**src/rtl/traffic_pkg.sv**
```systemverilog
// rtl/traffic_pkg.sv - shared types and constants for the junction lamp logic
//
// Purpose: lane-count constants and the lamp sequencer state encoding,
// shared by lane_light_driver and lane_decoder.
// Ports: none (package).
package traffic_pkg;

  localparam int NUM_LANES = 4;
  localparam int LANE_W    = 2;

  typedef enum logic [1:0] {
    IDLE    = 2'd0,
    ALL_RED = 2'd1,
    GREEN   = 2'd2,
    YELLOW  = 2'd3
  } state_t;

endpackage

```
**src/rtl/lane_decoder.sv**
```systemverilog
// rtl/lane_decoder.sv - combinational lane index to one-hot lamp mask
//
// Purpose: turns a lane index into a one-hot mask used for both the green
// and the yellow lamp vectors.
// Ports:
//   lane    in  LANE_W     lane index
//   onehot  out NUM_LANES  bit[lane] set, all others clear
module lane_decoder
  import traffic_pkg::*;
(
  input  logic [LANE_W-1:0]    lane,
  output logic [NUM_LANES-1:0] onehot
);

  always_comb begin
    onehot       = '0;
    onehot[lane] = 1'b1;
  end

endmodule

```
**src/rtl/lane_light_driver.sv**
```systemverilog
// rtl/lane_light_driver.sv - 4-lane red/yellow/green lamp sequencer
//
// Purpose: follows the requested lane index from the lane counter and
// drives per-lane lamps, inserting a yellow phase on the outgoing lane and
// an all-red clearance before the next green. Both phases are timed in
// tick pulses.
// Ports:
//   clk          in   system clock
//   rst_n        in   asynchronous active-low reset
//   tick         in   one-cycle 1 s enable pulse
//   lights_en    in   1 = sequence normally, 0 = force all-red idle
//   lane_sel     in   requested green lane, 0..3
//   red          out  per-lane red lamp (bit i = lane i)
//   yellow       out  per-lane yellow lamp
//   green        out  per-lane green lamp
//   active_lane  out  lane currently or most recently granted green
//   busy         out  high while in YELLOW or ALL_RED
module lane_light_driver
  import traffic_pkg::*;
#(
  parameter int YELLOW_TICKS  = 3,
  parameter int ALL_RED_TICKS = 2,
  parameter int CNT_W         = 4
) (
  input  logic                 clk,
  input  logic                 rst_n,
  input  logic                 tick,
  input  logic                 lights_en,
  input  logic [LANE_W-1:0]    lane_sel,
  output logic [NUM_LANES-1:0] red,
  output logic [NUM_LANES-1:0] yellow,
  output logic [NUM_LANES-1:0] green,
  output logic [LANE_W-1:0]    active_lane,
  output logic                 busy
);

  localparam logic [CNT_W-1:0] YELLOW_LAST  = CNT_W'(YELLOW_TICKS - 1);
  localparam logic [CNT_W-1:0] ALL_RED_LAST = CNT_W'(ALL_RED_TICKS - 1);

  state_t                 state_q;
  state_t                 state_d;
  logic [CNT_W-1:0]       cnt_q;
  logic [CNT_W-1:0]       cnt_d;
  logic [LANE_W-1:0]      lane_d;
  logic [NUM_LANES-1:0]   lane_mask;
  logic [NUM_LANES-1:0]   red_d;
  logic [NUM_LANES-1:0]   yellow_d;
  logic [NUM_LANES-1:0]   green_d;
  logic                   busy_d;

  // Next-state logic. lights_en low overrides every state; active_lane
  // only changes at the ALL_RED exit, so it holds through IDLE.
  always_comb begin
    state_d = state_q;
    cnt_d   = cnt_q;
    lane_d  = active_lane;
    if (!lights_en) begin
      state_d = IDLE;
      cnt_d   = '0;
    end else begin
      case (state_q)
        IDLE: begin
          // A tick in the enabling cycle is deliberately not counted.
          state_d = ALL_RED;
          cnt_d   = '0;
        end
        ALL_RED: begin
          if (tick) begin
            if (cnt_q == ALL_RED_LAST) begin
              state_d = GREEN;
              cnt_d   = '0;
              lane_d  = lane_sel;
            end else begin
              cnt_d = cnt_q + 1'b1;
            end
          end
        end
        GREEN: begin
          cnt_d = '0;
          if (lane_sel != active_lane) begin
            state_d = YELLOW;
          end
        end
        YELLOW: begin
          // lane_sel is ignored here; the transition always runs to the end.
          if (tick) begin
            if (cnt_q == YELLOW_LAST) begin
              state_d = ALL_RED;
              cnt_d   = '0;
            end else begin
              cnt_d = cnt_q + 1'b1;
            end
          end
        end
        default: begin
          state_d = IDLE;
          cnt_d   = '0;
        end
      endcase
    end
  end

  lane_decoder u_lane_decoder (
    .lane   (lane_d),
    .onehot (lane_mask)
  );

  // Lamps are decoded from the next state so the registered outputs show the
  // new state in the cycle right after the transition condition.
  always_comb begin
    green_d  = (state_d == GREEN)  ? lane_mask : '0;
    yellow_d = (state_d == YELLOW) ? lane_mask : '0;
    red_d    = ~(green_d | yellow_d);
    busy_d   = (state_d == YELLOW) || (state_d == ALL_RED);
  end

  always_ff @(posedge clk or negedge rst_n) begin
    if (!rst_n) begin
      state_q     <= IDLE;
      cnt_q       <= '0;
      active_lane <= '0;
      red         <= '1;
      yellow      <= '0;
      green       <= '0;
      busy        <= 1'b0;
    end else begin
      state_q     <= state_d;
      cnt_q       <= cnt_d;
      active_lane <= lane_d;
      red         <= red_d;
      yellow      <= yellow_d;
      green       <= green_d;
      busy        <= busy_d;
    end
  end

endmodule

```
**config.mk**
```make
export PLATFORM = sky130hd
export DESIGN_NAME = lane_light_driver
export DESIGN_NICKNAME = d
export VERILOG_FILES = /design/src/rtl/traffic_pkg.sv /design/src/rtl/lane_decoder.sv /design/src/rtl/lane_light_driver.sv
export SDC_FILE = /design/constraint.sdc
export NUM_CORES = 1
export LEC_CHECK = 0
export ABC_AREA = 0
export CAP_MARGIN = 15
export CORE_ASPECT_RATIO = 1.25
export CORE_MARGIN = 2
export CORE_UTILIZATION = 30
export CTS_CLUSTER_DIAMETER = 100
export CTS_CLUSTER_SIZE = 40
export DETAILED_ROUTE_END_ITERATION = 7
export PLACE_DENSITY = 0.53
export SKIP_CTS_REPAIR_TIMING = 1
export SLEW_MARGIN = 20
export SYNTH_ARGS = -nofsm -noshare
export SYNTH_HDL_FRONTEND = slang
export SYNTH_SLANG_ARGS = --single-unit
```
**constraint.sdc**
```tcl
create_clock -name clk -period 3 [get_ports clk]
set_clock_uncertainty 0.05 [all_clocks]
set_input_delay 0.75 -clock clk [delete_from_list [all_inputs] [get_ports clk]]
set_output_delay 0.75 -clock clk [all_outputs]
set_load 0.005 [all_outputs]
```
After elaboration in Yosys (flattened, before gate mapping)
Cells that the tools add are included.

$add $sub $neg: 1. $lt $le $gt $ge: 2. Equality and inequality tests: 11. Multiplexer cells: 21. Bitwise logic cells: 2. Reductions and logical operators: 5.

Operator list (number): 4-bit 2-to-1 mux (7); 2-bit 2-to-1 mux (10); 4-bit one-hot mux with 3 select lines (1); 2-bit == test (second input constant) (4); 2-bit one-hot mux with 4 select lines (1); 3-bit inequality test (second input constant) (2); 4-bit by 1-bit adder with 4-bit output (second input constant) (1); 2-bit by 1-bit == test with 1-bit output (second input constant) (2); 4-bit by 1-bit == test with 1-bit output (second input constant) (1); 4-bit by 2-bit == test with 1-bit output (second input constant) (1); 4-bit NOT (1); 4-bit OR (1); 2-bit by 3-bit less-than comparator with 1-bit output (second input constant) (1); 1-bit demux with 2-bit select (1); 2-bit by 1-bit greater-or-equal comparator with 1-bit output (second input constant) (1); 2-bit logical NOT (1); 2-bit inequality test (1); 2-bit AND reduction (1); 2-bit OR reduction (1); 1-bit logical AND (1); 1-bit logical OR (1); 1-bit 2-to-1 mux (1).

Flip-flop bits (word level): 21. Output and inout bits: 15. Logic and storage cells: 49.

Logic depth before layout (Yosys ltp)
Depth in word-level cells: 12. Depth in mapped cells: 4. Gate-level depth less buffers: 3.

By module
Synthesis repeated with hierarchy kept, for this count alone.

Cells, all modules: 83. Area, all modules: 952.2 um^2.

Modules (own cells, without submodules): lane_light_driver (times used 1, cells an instance 79, area an instance 925.9 um^2, sequential area each 530.5 um^2); lane_decoder (times used 1, cells an instance 4, area an instance 26.3 um^2, sequential area each 0.0 um^2).

Least setup slack after synthesis
Ideal clock, no wire load.

Path type: input port to flip-flop. Start: input tick. End: register red[3]. Setup time: 0.082 ns. Arrival: 1.926 ns. Required time: 2.868 ns. Slack: 0.942 ns. Stages: 4. Buffers on the path: 1. Path through: clkbuf_1 > nand3b_1 > or4_4 > a211o_1.

Longest elaborated chain between the ends: 10. Elaborated cells on any way between the ends: 18. Classes of those cells: 2 x order compare; 2 x eq/ne; 11 x mux; 2 x bitwise; 1 x reduce/logical.

Ends and longest elaborated chain: start, declared (RTL line lane_light_driver.sv:27) `input logic tick,`; 2-bit 2-to-1 mux (RTL line lane_light_driver.sv:68) `if (tick) begin`; 2-bit 2-to-1 mux (RTL line lane_light_driver.sv:61) `case (state_q)`; 2-bit 2-to-1 mux (RTL line lane_light_driver.sv:57) `if (!lights_en) begin`; 2-bit by 3-bit less-than comparator with 1-bit output (implied by the code) / 2-bit by 1-bit greater-or-equal comparator with 1-bit output (equally long branches) (RTL line lane_decoder.sv:17) `onehot[lane] = 1'b1;`; 1-bit logical AND (implied by the code) (RTL line lane_decoder.sv:17); 1-bit 2-to-1 mux (implied by the code) (RTL line lane_decoder.sv:17); 1-bit demux with 2-bit select; 4-bit 2-to-1 mux, on equally long branches (RTL line lane_light_driver.sv:111, lane_light_driver.sv:112); 4-bit OR * (RTL line lane_light_driver.sv:113) `red_d = ~(green_d | yellow_d);`; 4-bit NOT * (RTL line lane_light_driver.sv:113); named net red_d[3] (RTL line lane_light_driver.sv:46) `logic [NUM_LANES-1:0] red_d;`; end signal, assigned (RTL line lane_light_driver.sv:130) `red <= red_d;`; end, declared (RTL line lane_light_driver.sv:30) `output logic [NUM_LANES-1:0] red,`.

Mark *: on every way through the listed nets, which the timed path passes. The rest lies on a longest branch. A chain may end at the register's enable or synchronous reset.

Worst setup path in the final report
Start: input tick. End: register green[3].

Longest elaborated chain between the ends: 8. Elaborated cells on any way between the ends: 14. Classes of those cells: 2 x order compare; 1 x eq/ne; 10 x mux; 1 x reduce/logical.

Ends and longest elaborated chain: 2-bit 2-to-1 mux (RTL line lane_light_driver.sv:68); 2-bit 2-to-1 mux (RTL line lane_light_driver.sv:61); 2-bit 2-to-1 mux (RTL line lane_light_driver.sv:57); 2-bit by 3-bit less-than comparator with 1-bit output (implied by the code) / 2-bit by 1-bit greater-or-equal comparator with 1-bit output (equally long branches) (RTL line lane_decoder.sv:17); 1-bit logical AND (implied by the code) (RTL line lane_decoder.sv:17); 1-bit 2-to-1 mux (implied by the code) (RTL line lane_decoder.sv:17); 1-bit demux with 2-bit select; 4-bit 2-to-1 mux * (RTL line lane_light_driver.sv:111) `green_d = (state_d == GREEN) ? lane_mask : '0;`; named net green_d[3] (RTL line lane_light_driver.sv:48) `logic [NUM_LANES-1:0] green_d;`; end signal, assigned (RTL line lane_light_driver.sv:132) `green <= green_d;`; end, declared (RTL line lane_light_driver.sv:32) `output logic [NUM_LANES-1:0] green,`.

Marks and branches as above.

==> results.yml <==
synth:
  async_flop_share_pct: 100
  synth-warning-count: 0
  synth-seq-cells: 21
  synth_edf_count: 0
  synth_nets: 94
  yosysUniqueCellTypes: 31
  syn-instance-count: 88
  synthesis.area_um2: 992
  syn-mean-instance-area_um2: 11.3
  ys.flop_type: "dfrtp_1"
  ys_seq_area_share_pct: 53.5
grt:
  groute.usage.overall_pct: 12.4
  grt_first_pass_wirelength_um: 3620
  antenna_found_initial: 0
  remaining_overflow_grt: 0
  grt_pass1_vias: 778
  grt_max_degree: 22
sta:
  report.final.slew_viol_count: 0
  grt_setup_unrepaired: "no"
  post-route-min-period_ps: 2310
  hold_viol_final: 0
  max-slew-margin-rel_pct: 50.5
  achievable-frequency_mhz: 433
  finalSetupViolations: 0
  setup-tns-final_ps: 0
  postLayoutSetupSlackWorst_ps: 692
  worstMarginPinSlew_ps: 737
  finalCritPeriodShare_pct: 76.9
  whs_ps: 561
worst_setup_path:
  critical_path.top_delay_family: "compound AO/OA/AOI/OAI gates"
  crit_chain: "clkdlybuf4s50_1, nand3b_1, o311ai_0, a22oi_1"
  critPathMaxFanout: 8
  cpPeakStageDelay_ps: 620
  register_to_register_path_setup_slack_ps: 1110
  critPathSlowestCell: "o311ai_0"
  crit_path_launch_type: "input pin"
  critPathRequiredTime_ps: 3050
  critical_path_buf_inv_count: 1
  arrival_time_at_the_worst_endpoint_ps: 2360
  worst_setup_path_end_kind: "flip-flop"
  crit_type: "input pin to flip-flop"
power_and_ir_drop:
  power.total_uw: 579
  pwr_density_cell_nw_per_um2: 449
  p_leak_nw: 0.503
  maximum_resistive_drop_on_vdd_mv: 0.202
detailed_routing:
  drt_first_iter_violations: 20
  via_count: 816
  router_iterations_before_antenna_repair: 2
  routedWlPerCell_um: 14.6
  drt-vias-per-instance: 5.48
  number_of_routed_nets_with_antenna_violations: 0
  route.final.wire_length_um: 2170
  post-route-drc-count: 0
clocking:
  buffer_type_at_the_clock_tree_root: "clkbuf_8"
  clk_pin_slew_ps: 70
  cts_inserted_buffers: 3
  cts-htree-levels: 1
  clock_tree.buffer_depth: 2
  cts_tree: "done"
  clock_latency_ps: 260
  cts_num_sinks: 21
floorplan:
  top_level_ports: 21
  die_y_um: 68.3
  placement_rows: 23
  die-area_um2: 3790
  fp.coreArea_um2: 3190
  initial_utilization_pct: 31.1
  fp.dieW_um: 55.4
finish:
  area_grow_syn2layout_pct: 29.8
  seqCellArea_um2: 531
  layout.nets: 119
  fill_cells: 320
  multi_input_area_um2: 428
  drive_above_1_share_pct: 14.3
  antennaDiodeCount: 0
hold_path:
  min_path_type: "flip-flop to flip-flop"
place:
  gp_routability_congestion: 0.825
  dp.final_hpwl_um: 1670
  dpl_worst_slack_ps: 411
  portBuffers: 20
job:
  maxCapViolations: 0
outcome:
  run_status: "completed"
==> report_power, final <==
| group | internal, mW | switching (mW) |
|---|---|---|
| Combinational | 0.0456 | 0.0467 |
| Sequential | 0.293 | 0.0132 |
| Clock | 0.0945 | 0.0859 |
| Total | 0.433 | 0.146 |
==> sequential cells by signal, indices dropped and copies added (netlist names) <==
signal / count
busy: 1
state_q: 2
active_lane: 2
yellow: 4
green: 4
cnt_q: 4
red: 4
==> placed cells by master (no fill, tap or decap), drive strengths merged, types with 2 or more instances in the layout <==
cell           count
mux2               2
nor2b              2
xor2               4
clkbuf             4
dfstp              4
or3                2
a31oi              2
nor2               5
o311ai             4
clkdlybuf4s50     20
nor3               3
a211oi             6
buf                3
nand3b             3
a211o              4
dfrtp             17
nand2              3
inv                4
nand3              2
a22oi              4
nand4              4
==> cells by family (layout without fill, tap and decap cells) <==
family,after synthesis,in the layout,synth area share [%]
simple gates,28,28,16.9
compound gates,26,26,20.4
flops,21,21,53.5
mux,2,2,2.27
xor+xnor,4,4,3.53
buf+inv,7,31,3.40
==> cells in the mapped netlist (2+ instances only) <==
master    instances  share of area [%]
mux2_2            2                2.3
a211o_1           4                3.5
o311ai_0          4                3.5
nand3b_1          3                2.3
nand2_1           3                1.1
dfstp_2           4                 11
nor2b_1           2                1.3
clkbuf_1          2               0.76
nor3_1            3                1.5
nand3_1           2                1.0
nand4_1           4                2.5
inv_1             4                1.5
xor2_1            4                3.5
dfrtp_1          17                 43
a31oi_1           2                1.3
nor2_1            5                1.9
a211oi_1          6                4.5
a22oi_1           4                3.0
==> final timing paths <==
| kind | startpoint | endpoint | depth (start not counted) |
|---|---|---|---|
| min in group asynchronous | rst_n | green[3]$_DFF_PN0_ | 2 |
| max in group asynchronous | rst_n | red[0]$_DFF_PN1_ | 2 |
| worst min register to register | cnt_q[1]$_DFFE_PN0P_ | cnt_q[1]$_DFFE_PN0P_ | 1 |
| worst max register to register | state_q[1]$_DFF_PN0_ | green[3]$_DFF_PN0_ | 3 |
| worst max-delay path | tick | green[3]$_DFF_PN0_ | 4 |
| worst min-delay path | cnt_q[1]$_DFFE_PN0P_ | cnt_q[1]$_DFFE_PN0P_ | 1 |
==> worst reg2reg max path, cell delays in order, from the launching register on <==
cell	delay, ps
dfrtp_1	490
or3_4	470
o311ai_0	550
a22oi_1	190
==> metal layers <==
| metal | vias to the layer above | part of all wire (%) | global-route usage [%] |
|---|---|---|---|
| met2 | 20 | 53 | 22.8 |
| met3 | 8 | 3.7 | 2.46 |
| met1 | 398 | 41 | 13.5 |
| li1 | 390 | - | - |
| met4 | 0 | 2.8 | 7.01 |
| met5 | - | 0 | 0 |
==> area by class of cell <==
type	instances	share of cell area [%]
sequential	21	41.2
multi-input combinational	60	33.2
timing repair buffer	23	17.3
tap	37	3.60
clock buffer	4	3.50
inverter	4	1.17
==> through the flow <==
stage	std cells	util, %	area, um2
after floorplan	88	-	992
after global placement	145	38.9	1240
after detailed placement	145	38.9	1240
after CTS	149	40.3	1290
after global routing	149	40.3	1290
final	149	40.3	1290
No activity file was read; power rests on OpenSTA's default activity.
